### config.mk
export PLATFORM = sky130hd
export DESIGN_NAME = mem_bus_arbiter_flat
export DESIGN_NICKNAME = d
export VERILOG_FILES = /design/src/rtl/mem_bus_arbiter_pkg.sv /design/src/rtl/mem_bus_arbiter_if.sv /design/src/rtl/mem_bus_arbiter_tag_table.sv /design/src/rtl/mem_bus_arbiter.sv /design/src/flat_wrapper.sv
export SDC_FILE = /design/constraint.sdc
export NUM_CORES = 1
export LEC_CHECK = 0
export CORE_AREA = 2 2 169 171
export DETAILED_ROUTE_END_ITERATION = 16
export DIE_AREA = 0 0 171 173
export GPL_TIMING_DRIVEN = 0
export PLACE_DENSITY = 0.59
export SYNTH_ARGS = -nofsm -noshare
export SYNTH_HDL_FRONTEND = slang
export SYNTH_SLANG_ARGS = --single-unit
### constraint.sdc
create_clock -name clock -period 1.8 [get_ports clock]
set_clock_uncertainty 0.05 [all_clocks]
set_input_delay 0.36 -clock clock [delete_from_list [all_inputs] [get_ports clock]]
set_output_delay 0.36 -clock clock [all_outputs]
set_load 0.05 [all_outputs]
### src/rtl/mem_bus_arbiter_pkg.sv
// Shared encodings, widths and tag-table types for the memory bus arbiter.
package mem_bus_arbiter_pkg;
  localparam int TAG_W        = 4;
  localparam int ADDR_W       = 32;
  localparam int DATA_W       = 64;
  localparam int STARVE_LIMIT = 4;
  localparam int NUM_TAGS     = 1 << TAG_W;

  localparam logic [1:0] BUS_NONE  = 2'b00;
  localparam logic [1:0] BUS_LOAD  = 2'b01;
  localparam logic [1:0] BUS_STORE = 2'b10;

  typedef logic [TAG_W-1:0]  MEM_TAG_t;
  typedef logic [DATA_W-1:0] MEM_DATA_t;

  typedef enum logic {OWN_IC = 1'b0, OWN_DC = 1'b1} mem_owner_e;

  typedef struct packed {
    logic       busy;
    mem_owner_e owner;
    logic       dropped;
  } tag_entry_t;
endpackage

### src/rtl/mem_bus_arbiter_if.sv
// Cache-side request/response and memory-side bus signals of the arbiter.
interface mem_bus_arbiter_if;
  import mem_bus_arbiter_pkg::*;

  logic              fetch_flush;
  logic              ic_req_valid;
  logic [ADDR_W-1:0] ic_req_addr;
  logic              ic_req_accepted;
  logic              ic_resp_valid;
  MEM_DATA_t         ic_resp_data;
  logic              dc_req_valid;
  logic [1:0]        dc_req_cmd;
  logic [ADDR_W-1:0] dc_req_addr;
  MEM_DATA_t         dc_req_data;
  logic              dc_req_accepted;
  logic              dc_resp_valid;
  MEM_DATA_t         dc_resp_data;
  logic [1:0]        proc2mem_command;
  logic [ADDR_W-1:0] proc2mem_addr;
  MEM_DATA_t         proc2mem_data;
  MEM_TAG_t          mem2proc_response;
  MEM_DATA_t         mem2proc_data;
  MEM_TAG_t          mem2proc_tag;

  // slave: the arbiter itself; master: caches + memory model around it
  modport slave (
    input  fetch_flush, ic_req_valid, ic_req_addr, dc_req_valid, dc_req_cmd,
           dc_req_addr, dc_req_data, mem2proc_response, mem2proc_data, mem2proc_tag,
    output ic_req_accepted, ic_resp_valid, ic_resp_data, dc_req_accepted,
           dc_resp_valid, dc_resp_data, proc2mem_command, proc2mem_addr, proc2mem_data
  );
  modport master (
    output fetch_flush, ic_req_valid, ic_req_addr, dc_req_valid, dc_req_cmd,
           dc_req_addr, dc_req_data, mem2proc_response, mem2proc_data, mem2proc_tag,
    input  ic_req_accepted, ic_resp_valid, ic_resp_data, dc_req_accepted,
           dc_resp_valid, dc_resp_data, proc2mem_command, proc2mem_addr, proc2mem_data
  );
endinterface

### src/rtl/mem_bus_arbiter_tag_table.sv
// Per-tag ownership table: allocate on accepted load, look up/clear on return,
// mark in-flight I-cache loads dropped on fetch flush.
module mem_tag_table
  import mem_bus_arbiter_pkg::*;
(
  input  logic       clock,
  input  logic       reset,
  input  logic       alloc_en_i,
  input  MEM_TAG_t   alloc_tag_i,
  input  mem_owner_e alloc_owner_i,
  input  logic       alloc_drop_i,
  input  MEM_TAG_t   lkup_tag_i,
  input  logic       flush_i,
  output logic       ic_hit_o,
  output logic       dc_hit_o
);
  tag_entry_t [NUM_TAGS-1:0] tbl_q, tbl_d;
  tag_entry_t                lk;
  logic                      lk_hit;

  always_comb begin
    lk       = tbl_q[lkup_tag_i];
    lk_hit   = (lkup_tag_i != '0) && lk.busy;
    ic_hit_o = lk_hit && (lk.owner == OWN_IC) && !lk.dropped;
    dc_hit_o = lk_hit && (lk.owner == OWN_DC);

    tbl_d = tbl_q;
    for (int i = 0; i < NUM_TAGS; i++)
      if (flush_i && tbl_q[i].busy && (tbl_q[i].owner == OWN_IC))
        tbl_d[i].dropped = 1'b1;
    if (lk_hit) tbl_d[lkup_tag_i] = '0;
    // allocation is applied last so it beats a same-tag clear
    if (alloc_en_i)
      tbl_d[alloc_tag_i] = '{busy: 1'b1, owner: alloc_owner_i, dropped: alloc_drop_i};
  end

  always_ff @(posedge clock) begin
    if (reset) tbl_q <= '0;
    else       tbl_q <= tbl_d;
  end
endmodule

### src/rtl/mem_bus_arbiter.sv
// Two-requester memory bus arbiter: D-cache priority with I-cache anti-starvation,
// tag ownership tracking and flush-aware response routing.
module mem_bus_arbiter
  import mem_bus_arbiter_pkg::*;
(
  input  logic              clock,
  input  logic              reset,
  mem_bus_arbiter_if.slave  bus
);
  localparam int SW = $clog2(STARVE_LIMIT + 1);

  logic [SW-1:0] starve_q, starve_d;
  logic          ic_prio, ic_gnt, dc_gnt, rsp_ok, ic_acc, dc_acc;
  logic          alloc_en, ic_hit, dc_hit;

  always_comb begin
    ic_prio = bus.ic_req_valid && (starve_q >= SW'(STARVE_LIMIT));
    ic_gnt  = bus.ic_req_valid && (!bus.dc_req_valid || ic_prio);
    dc_gnt  = bus.dc_req_valid && !ic_gnt;
    rsp_ok  = (bus.mem2proc_response != '0) && !reset;
    ic_acc  = ic_gnt && rsp_ok;
    dc_acc  = dc_gnt && rsp_ok;
    // stores get a tag from memory but never a data return
    alloc_en = ic_acc || (dc_acc && (bus.dc_req_cmd == BUS_LOAD));

    starve_d = starve_q;
    if (!bus.ic_req_valid || ic_acc)    starve_d = '0;
    else if (starve_q < SW'(STARVE_LIMIT)) starve_d = starve_q + SW'(1);
  end

  always_ff @(posedge clock) begin
    if (reset) starve_q <= '0;
    else       starve_q <= starve_d;
  end

  mem_tag_table u_tags (
    .clock        (clock),
    .reset        (reset),
    .alloc_en_i   (alloc_en),
    .alloc_tag_i  (bus.mem2proc_response),
    .alloc_owner_i(ic_acc ? OWN_IC : OWN_DC),
    .alloc_drop_i (ic_acc && bus.fetch_flush),
    .lkup_tag_i   (bus.mem2proc_tag),
    .flush_i      (bus.fetch_flush),
    .ic_hit_o     (ic_hit),
    .dc_hit_o     (dc_hit)
  );

  always_comb begin
    bus.proc2mem_command = BUS_NONE;
    bus.proc2mem_addr    = '0;
    bus.proc2mem_data    = '0;
    if (!reset && ic_gnt) begin
      bus.proc2mem_command = BUS_LOAD;
      bus.proc2mem_addr    = bus.ic_req_addr;
    end else if (!reset && dc_gnt) begin
      bus.proc2mem_command = bus.dc_req_cmd;
      bus.proc2mem_addr    = bus.dc_req_addr;
      bus.proc2mem_data    = bus.dc_req_data;
    end
    bus.ic_req_accepted = ic_acc;
    bus.dc_req_accepted = dc_acc;
    // an I-side return coinciding with a flush is already stale
    bus.ic_resp_valid   = !reset && ic_hit && !bus.fetch_flush;
    bus.dc_resp_valid   = !reset && dc_hit;
    bus.ic_resp_data    = reset ? '0 : bus.mem2proc_data;
    bus.dc_resp_data    = reset ? '0 : bus.mem2proc_data;
  end
endmodule
### src/flat_wrapper.sv
// flat-port wrapper written by rule: the top's interface ports become plain ports
module mem_bus_arbiter_flat import mem_bus_arbiter_pkg::*;
  (clock, reset, bus_fetch_flush, bus_ic_req_valid, bus_ic_req_addr, bus_dc_req_valid, bus_dc_req_cmd, bus_dc_req_addr, bus_dc_req_data, bus_mem2proc_response, bus_mem2proc_data, bus_mem2proc_tag, bus_ic_req_accepted, bus_ic_resp_valid, bus_ic_resp_data, bus_dc_req_accepted, bus_dc_resp_valid, bus_dc_resp_data, bus_proc2mem_command, bus_proc2mem_addr, bus_proc2mem_data);
  mem_bus_arbiter_if bus_i ();
  input  logic clock;
  input  logic reset;
  input wire logic [$bits(bus_i.fetch_flush)-1:0] bus_fetch_flush;
  input wire logic [$bits(bus_i.ic_req_valid)-1:0] bus_ic_req_valid;
  input wire logic [$bits(bus_i.ic_req_addr)-1:0] bus_ic_req_addr;
  input wire logic [$bits(bus_i.dc_req_valid)-1:0] bus_dc_req_valid;
  input wire logic [$bits(bus_i.dc_req_cmd)-1:0] bus_dc_req_cmd;
  input wire logic [$bits(bus_i.dc_req_addr)-1:0] bus_dc_req_addr;
  input wire logic [$bits(bus_i.dc_req_data)-1:0] bus_dc_req_data;
  input wire logic [$bits(bus_i.mem2proc_response)-1:0] bus_mem2proc_response;
  input wire logic [$bits(bus_i.mem2proc_data)-1:0] bus_mem2proc_data;
  input wire logic [$bits(bus_i.mem2proc_tag)-1:0] bus_mem2proc_tag;
  output wire logic [$bits(bus_i.ic_req_accepted)-1:0] bus_ic_req_accepted;
  output wire logic [$bits(bus_i.ic_resp_valid)-1:0] bus_ic_resp_valid;
  output wire logic [$bits(bus_i.ic_resp_data)-1:0] bus_ic_resp_data;
  output wire logic [$bits(bus_i.dc_req_accepted)-1:0] bus_dc_req_accepted;
  output wire logic [$bits(bus_i.dc_resp_valid)-1:0] bus_dc_resp_valid;
  output wire logic [$bits(bus_i.dc_resp_data)-1:0] bus_dc_resp_data;
  output wire logic [$bits(bus_i.proc2mem_command)-1:0] bus_proc2mem_command;
  output wire logic [$bits(bus_i.proc2mem_addr)-1:0] bus_proc2mem_addr;
  output wire logic [$bits(bus_i.proc2mem_data)-1:0] bus_proc2mem_data;
  assign bus_i.fetch_flush = bus_fetch_flush;
  assign bus_i.ic_req_valid = bus_ic_req_valid;
  assign bus_i.ic_req_addr = bus_ic_req_addr;
  assign bus_i.dc_req_valid = bus_dc_req_valid;
  assign bus_i.dc_req_cmd = bus_dc_req_cmd;
  assign bus_i.dc_req_addr = bus_dc_req_addr;
  assign bus_i.dc_req_data = bus_dc_req_data;
  assign bus_i.mem2proc_response = bus_mem2proc_response;
  assign bus_i.mem2proc_data = bus_mem2proc_data;
  assign bus_i.mem2proc_tag = bus_mem2proc_tag;
  assign bus_ic_req_accepted = bus_i.ic_req_accepted;
  assign bus_ic_resp_valid = bus_i.ic_resp_valid;
  assign bus_ic_resp_data = bus_i.ic_resp_data;
  assign bus_dc_req_accepted = bus_i.dc_req_accepted;
  assign bus_dc_resp_valid = bus_i.dc_resp_valid;
  assign bus_dc_resp_data = bus_i.dc_resp_data;
  assign bus_proc2mem_command = bus_i.proc2mem_command;
  assign bus_proc2mem_addr = bus_i.proc2mem_addr;
  assign bus_proc2mem_data = bus_i.proc2mem_data;
  mem_bus_arbiter u_core (.clock(clock), .reset(reset), .bus(bus_i));
endmodule
### Word-level counts from Yosys, hierarchy flattened

Index checks and enable logic that the tools add are counted.

* register bits: 51
* input bits: 207
* output and inout bits: 230
* logic and storage cells: 172

* add/sub/neg operators: 1
* order comparisons: 6
* equality and inequality tests: 1
* multiplexer cells: 33
* bitwise logic cells: 19
* reduce and logical (&&, ||, !) cells: 63

Operators by type and width (number)
* $mux W64: 3
* $mux W48: 2
* $mux W32: 2
* $logic_and A1 B1 Y1: 51
* $and A48 B48 Y48: 1
* $bwmux W48: 1
* $not A48 Y48: 1
* $demux W3 S4: 2
* $mux W1: 17
* $not A1 Y1: 17
* $bmux W3 S4: 1
* $lt A4 B5 Y1 const B: 2
* $mux W3: 3
* $ge A4 B1 Y1 const B: 2
* $reduce_bool A4 Y1: 2
* $logic_not A1 Y1: 6
* $mux W2: 2
* $add A3 B1 Y3 const B: 1
* $ge A3 B3 Y1 const B: 1
* $logic_or A1 B1 Y1: 3
* $lt A3 B3 Y1 const B: 1
* $eq A2 B1 Y1 const B: 1
* $reduce_or A2 Y1: 1

### Depth between registers and ports, before layout

Gate-level depths: netlist of the first run.

* word-level depth: 10
* gate-level depth with buffers: 9
* mapped depth without buffers: 7

### Cells and area by module

A second synthesis of the first run with hierarchy kept.

* cell total of the unflattened synthesis: 582
* area total of the unflattened synthesis: 4455.5 um^2

Modules (own cells, without submodules)
* mem_tag_table: instances 1, cells an instance 306, area an instance 2493.6 um^2, seq. area each 960.9 um^2
* mem_bus_arbiter: instances 1, cells an instance 276, area an instance 1961.9 um^2, seq. area each 60.1 um^2

### Least setup slack after synthesis of the first run

No wires, ideal clock.

* path type: input -> output
* from: in bus_mem2proc_tag[1]
* to: out bus_ic_resp_valid
* data arrival time: 2.238 ns
* required time: 1.390 ns
* path slack: -0.848 ns
* stages on the path: 6
* buffers on the path: 1
* cells stage by stage: buf_2 -> and2b_1 -> a221o_1 -> nand3_1 -> o32a_1 -> nor4_2

* longest elaborated chain between the ends: 7
* elaborated cells between the ends (all ways): 10
* classes of those cells: mux: 2; bitwise: 1; reduce/logical: 7

Ends and longest elaborated chain
* from (decl): RTL line flat_wrapper.sv:16 `input wire logic [$bits(bus_i.mem2proc_tag)-1:0] bus_mem2proc_tag;`
* $bmux W3 S4: RTL line mem_bus_arbiter_tag_table.sv:22 `lk = tbl_q[lkup_tag_i];`
* $mux W3 (implied by the code): RTL line mem_bus_arbiter_tag_table.sv:22
* $logic_and A1 B1 Y1 or $not A1 Y1 (tied branches): RTL line mem_bus_arbiter_tag_table.sv:23, mem_bus_arbiter_tag_table.sv:24
* $logic_and A1 B1 Y1: RTL line mem_bus_arbiter_tag_table.sv:24 `ic_hit_o = lk_hit && (lk.owner == OWN_IC) && !lk.dropped;`
* $logic_and A1 B1 Y1 (*): RTL line mem_bus_arbiter_tag_table.sv:24
* $logic_and A1 B1 Y1 (*) (2 in series): RTL line mem_bus_arbiter.sv:64 `bus.ic_resp_valid = !reset && ic_hit && !bus.fetch_flush;`
* to (decl): RTL line flat_wrapper.sv:18 `output wire logic [$bits(bus_i.ic_resp_valid)-1:0] bus_ic_resp_valid;`

Every way passes the cells marked *; elsewhere a longest branch is shown, timed or not. The select of a mux whose other input is x is not followed.

### Worst setup path after layout of the first run

Ends and elaborated chain as after synthesis.

==> results.cfg, run 1 <==
[setup_path]
crit_type = in2out
critPathSlowestCell = o32a_1
crit_path_max_fanout = 10
worstPathArrival_ns = 1.95
cp_num_cells = 7
worstPathRequired_ns = 1.39
crit_chain = buf_8 > and2b_2 > a221o_1 > nand3_1 > o32a_1 > nor4_4 > buf_6
max_stage_delay_ns = 0.40
endpoint = bus_ic_resp_valid
end_kind = primary output
critPathTopFamily = simple AND/OR/NAND/NOR gates
rrSetupSlack_ns = -0.19
r2r-start = u_core.starve_q[2]$_SDFFE_PP0N_
crit_buf_inv = 2
timing.rr.end = u_core.u_tags.tbl_q[30]$_SDFF_PP0_
worstRegToRegCells = 9
cp-startpoint = bus_mem2proc_tag[1]
start_kind = input port

[layout]
fin_nets = 1309
drive_gt1_share_pct = 59.0
postLayoutCoreUtil_pct = 45.9
syn_to_final_growth_pct = 180

[sta]
tightest_slew_ns = 0.740
hold_viol_final = 0
period_needed_ns = 2.36
slew_headroom_pct = 50.2
grt_setup_unrepaired = true
fin_ws_ns = -0.563
fmax_mhz = 423
holdWs_ns = 0.408
finalSetupViolations = 121
slew_viol_final = 0
fin_crit_sh_pct = 131

[drt]
remaining_drc_errors = 0
via_per_inst = 4.36
first_iter_violations = 401
via_count = 6470
wl_per_cell_microns = 23.7
detail_route.first_pass.iterations = 6
wl_mm = 35.2
ant_nets = 0

[clock_network]
clockBufferDepth = 2
cts_buffers = 5
clk_latency_ns = 0.29
hold_buffers = 0
htree_num_levels = 2
cts_root_buf = clkbuf_16
tritoncts = done
path_clk_slew_ns = 0.06
cts.sinks = 51

[synthesis]
synth_seq_area_share_pct = 22.5
async_flop_share_pct = 0
syn_inst = 593
synth_seq_cells = 51
synth_ff_type = dfxtp_1
netlist.area_leader.share_pct = 22.5
ys_top_cells_by_area = dfxtp_1 (23%), buf_4 (11%), nor2b_1 (9.9%)
synth_commonest_cells = nor2b_1 (72), and2_1 (70), buf_4 (65), nand2_1 (57), dfxtp_1 (51)
synth_area_leader_cell = dfxtp_1
yosysWarnings = 0
yosysUniqueCellTypes = 52
synth_nets = 801
syn_area_sq_um = 4530
synth-edff-count = 0
synth_most_common_cell = nor2b_1
synth_area_per_cell_sq_um = 7.64

[min_path]
min_path_type = reg2reg

[grt]
grt_pass1_wl_mm = 47.3
first_global_vias = 6561
grt_use_total_pct = 22.3
grt_max_degree = 16
grt_overflow_total = 0
antenna_found_initial = 11

[floorplanning]
fp.dieW_microns = 171
fp.coreArea_sq_um = 27600
dieArea_sq_um = 29600
rows = 61
die_h_microns = 173
io_pins = 437
start_util_pct = 16.4

[power_and_ir_drop]
p_leak_nw = 5.55
p_total_w = 0.00581
cellPowerDensity_nw_per_um2 = 458
ir_drop_v = 0.000377

[placement]
dp_hpwl_mm = 27.7
io_buffers = 433
place_ws_ns = -1.87
gp_congestion = 0.906

[status]
status = finished with violations
violations = setup timing

[job]
maxCapViolCount = 0
## logic make-up after synthesis
logic type	count (synthesis)	share of synthesized area (%)
mux	25	8.01
fa+ha+maj	1	0.276
buf+inv	111	15.3
compound gates	97	15.0
xor+xnor	1	0.193
flops	51	22.5
simple gates	307	38.7
## stage by stage
step | std cells | cell area [sq um] | setup TNS (ns)
after global routing | 1484 | 12700 | -30.06
after global placement | 1404 | 10300 | -340.30
after CTS | 1471 | 12300 | -25.90
after detailed placement | 1404 | 10300 | -337.35
final | 1484 | 12700 | -23.51
after floorplan | 593 | 5480 | -0.896
## worst min path at each step
stage | start | endpoint | slack [ns] | cells past startpoint
2_1_floorplan | u_core.u_tags.tbl_q[1]$_SDFF_PP0_ | u_core.u_tags.tbl_q[1]$_SDFF_PP0_ | 0.37 | 2
3_3_place_gp | u_core.u_tags.tbl_q[1]$_SDFF_PP0_ | u_core.u_tags.tbl_q[1]$_SDFF_PP0_ | 0.40 | 2
3_5_place_dp | u_core.u_tags.tbl_q[1]$_SDFF_PP0_ | u_core.u_tags.tbl_q[1]$_SDFF_PP0_ | 0.40 | 2
4_1_cts | reset | u_core.u_tags.tbl_q[17]$_SDFF_PP0_ | 0.40 | 4
5_1_grt | u_core.u_tags.tbl_q[1]$_SDFF_PP0_ | u_core.u_tags.tbl_q[1]$_SDFF_PP0_ | 0.43 | 2
6_report | u_core.u_tags.tbl_q[1]$_SDFF_PP0_ | u_core.u_tags.tbl_q[1]$_SDFF_PP0_ | 0.41 | 2
## cell type report
type	count	area (sq um)
tap	378	473
sequential	51	1030
inverter	6	27.5
multi-input combinational	431	4040
timing repair buffer	511	5710
clock buffer	6	129
clock inverter	2	60.1
antenna	4	10.0
buffer	95	1190
fill	2631	15000
## layout by cell type, fill, tap and decap left out, drive strengths merged, types with 2 or more instances in the layout
cell / Yosys / routed
nor3: 6 / 6
o211ai: 6 / 6
and2: 70 / 70
dfxtp: 51 / 51
clkdlybuf4s15: 0 / 4
nand4: 8 / 8
a21o: 2 / 2
nand2: 59 / 59
a221oi: 7 / 7
buf: 80 / 367
nor4: 9 / 9
inv: 6 / 6
a22oi: 2 / 2
nand2b: 5 / 5
mux4: 8 / 8
o21ai: 14 / 14
mux2i: 7 / 7
diode: 0 / 4
nor2: 43 / 43
nor2b: 73 / 73
dlygate4sd2: 0 / 6
clkbuf: 25 / 43
mux2: 10 / 10
bufinv: 0 / 2
nand3: 25 / 25
nand3b: 4 / 4
clkdlybuf4s50: 0 / 192
a21oi: 26 / 26
o22ai: 2 / 2
a22o: 32 / 32
## worst min-delay path: cells and delay by family (launching register included)
kind	cells	cell delay [ns]
DFF	1	0.31
buffers and inverters	1	0.07
and+or+nand+nor	1	0.04
## where the power goes
| group | total [W] | internal (W) | switching (W) |
|---|---|---|---|
| clock | 0.00123 | 0.000798 | 0.000435 |
| combinational | 0.00343 | 0.00163 | 0.00180 |
| sequential | 0.00115 | 0.00114 | 0.0000101 |
| total | 0.00581 | 0.00356 | 0.00225 |
## sequential cells by signal, indices dropped and copies added (netlist names)
signal,cells
u_core.starve_q,3
u_core.u_tags.tbl_q,48
## layer usage
metal | track usage [%] | routed length [microns]
met2 | 39.3 | 17600
met1 | 26.1 | 13800
met5 | 0 | 97
met4 | 5.37 | 755
met3 | 6.96 | 2920
## repair_timing
action | CTS | global route
gates cloned | 20 | 2
pin swaps | 87 | 52
gates resized for setup | 1822 | 107
endpoints found under the setup margin | 277 | 170
setup buffers | 45 | 17
Power figures use the tool's default switching activity.
==> run 2, diff against run 1 <==
--- a/config.mk
+++ b/config.mk
@@ -13,3 +13,4 @@
 export SYNTH_ARGS = -nofsm -noshare
 export SYNTH_HDL_FRONTEND = slang
 export SYNTH_SLANG_ARGS = --single-unit
+export TNS_END_PERCENT = 20
==> run 2 against run 1 <==
Compared with the run above: the flow still finishes with violations (setup timing); hold slack got worse by 0.048 ns; final area fell by 6.5%; clock power fell by 7%; critical path depth did not move; combinational power fell by 8.7%; via count fell by 3.2%; routed wire length fell by 20%; power fell by 6.6%.
==> results.cfg, run 2 (synthesized netlist as in run 1, its figures left out) <==
[status]
status = finished with violations
violations = setup timing

[setup_path]
crit_buf_inv = 3
critPathSlowestCell = mux4_2
worstPathArrival_ns = 1.98
crit_chain = dlygate4sd2_1 > clkbuf_8 > mux4_2 > o21ai_1 > nand3_1 > nor4_4 > buf_6
crit_type = in2out
start_kind = input port
rrSetupSlack_ns = -0.20
end_kind = primary output
r2r-start = u_core.starve_q[2]$_SDFFE_PP0N_
timing.rr.end = u_core.u_tags.tbl_q[33]$_SDFF_PP0_
cp_num_cells = 7
crit_path_max_fanout = 10
worstRegToRegCells = 7
worstPathRequired_ns = 1.39
max_stage_delay_ns = 0.33
critPathTopFamily = buffers and inverters

[sta]
holdWs_ns = 0.360
fmax_mhz = 418
hold_viol_final = 0
tns_ns = -18.86
tightest_slew_ns = 0.793
fin_ws_ns = -0.592
period_needed_ns = 2.39
finalSetupViolations = 122
grt_setup_unrepaired = true
slew_headroom_pct = 46.7
fin_crit_sh_pct = 133
slew_viol_final = 0

[layout]
drive_gt1_share_pct = 53.2
final_area_sq_um = 11900
largest_register_ffs = 48
seq_area_sq_um = 1030
regMostFlops = u_core.u_tags.tbl_q
stdcell_count = 1471
layout_commonest_cell = clkdlybuf4s50_1
reg.largest.list = u_core.u_tags.tbl_q x48, u_core.starve_q x3
fin_nets = 1298
final.fill_count = 2788
syn_to_final_growth_pct = 162
multiInputGateArea_sq_um = 3590
final_cell_mix = clkdlybuf4s50_1 (194), buf_6 (133), buf_8 (93)

[clock_network]
cts_buffers = 5
path_clk_slew_ns = 0.07
tritoncts = done
htree_num_levels = 2
cts_root_buf = clkbuf_16
clockBufferDepth = 2
clk_latency_ns = 0.29
cts.sinks = 51
hold_buffers = 0

[floorplanning]
fp.dieW_microns = 171
die_h_microns = 173
fp.coreArea_sq_um = 27600
dieArea_sq_um = 29600
start_util_pct = 16.4
rows = 61
io_pins = 437

[grt]
antenna_found_initial = 4
top_usage_layer = met2
grt_overflow_total = 0
grt_util_met3_pct = 4.23
grt_pass1_wl_mm = 38.7
met2_usage_pct = 36.0
grt_use_total_pct = 17.5
grt_use_met1_pct = 16.3
first_global_vias = 6144
grt_max_degree = 17

[placement]
dp_hpwl_mm = 23.5
dp.cells = 1404
gp_congestion = 0.890
io_buffers = 433
dpl_cell_area_sq_um = 10100

[min_path]
min_path_type = in2reg
holdPathStages = 4
holdPathEnd = u_core.u_tags.tbl_q[34]$_SDFF_PP0_
hold_start = reset

[drt]
via_per_inst = 4.26
first_iter_violations = 348
remaining_drc_errors = 0
wl_mm = 28.3
detail_route.first_pass.iterations = 4
ant_nets = 0
wl_per_cell_microns = 19.3
via_count = 6266

[job]
maxCapViolCount = 0

[power_and_ir_drop]
cellPowerDensity_nw_per_um2 = 458
p_leak_nw = 5.15
ir_drop_v = 0.000402
-- run 2: cell type report --
cell class / instances / share of cell area [%]
timing repair buffer: 492 / 45.0
multi-input combinational: 432 / 30.3
buffer: 102 / 10.2
sequential: 51 / 8.69
tap: 378 / 3.99
clock buffer: 6 / 1.17
clock inverter: 2 / 0.327
inverter: 6 / 0.232
antenna: 2 / 0.0422
-- run 2: worst max path at each step --
stage / startpoint / end / slack [ns]
after floorplan: bus_mem2proc_tag[1] / bus_ic_resp_valid / -0.54
after global placement: bus_mem2proc_tag[0] / bus_ic_resp_valid / -1.85
after detailed placement: bus_mem2proc_tag[0] / bus_ic_resp_valid / -1.87
after CTS: u_core.u_tags.tbl_q[10]$_SDFF_PP0_ / bus_ic_resp_valid / -0.62
after global routing: bus_mem2proc_tag[2] / bus_ic_resp_valid / -0.67
final: bus_mem2proc_tag[2] / bus_ic_resp_valid / -0.59
-- run 2: repair_timing --
action | in CTS | in global routing
cloned | 8 | 6
buffers inserted | 20 | 26
pin swaps | 49 | 42
setup endpoints to repair | 277 | 267
resized for setup | 1223 | 589
-- run 2: metrics by stage --
| stage | worst slack, ns | power, W | utilization [%] |
|---|---|---|---|
| finish | -0.592 | 0.00543 | 42.9 |
| CTS | -0.616 | 0.00518 | 40.4 |
| global route | -0.667 | 0.00561 | 42.9 |
| floorplan | -0.544 | 0.00277 | - |
| detailed placement | -1.87 | 0.00389 | 36.4 |
| global placement | -1.85 | 0.00389 | 36.4 |
-- run 2: routing by layer --
layer  up-vias  share of wire [%]
met5         -                  0
met4         0                2.7
met3        30                8.3
met2       351                 56
met1      2917                 33
li1       2968                  -
-- run 2: power breakdown --
group	internal (W)	total (W)	switching, W
logic	0.00148	0.00313	0.00166
clock network	0.000700	0.00115	0.000446
registers	0.00114	0.00115	0.00000990
-- run 2: worst register-to-register path, delay by kind of cell, from the launching register on --
kind | cells | cell delay, ns
compound gates | 1 | 0.20
simple gates | 3 | 0.69
mux | 1 | 0.40
buf+inv | 2 | 0.23
flops | 1 | 0.37
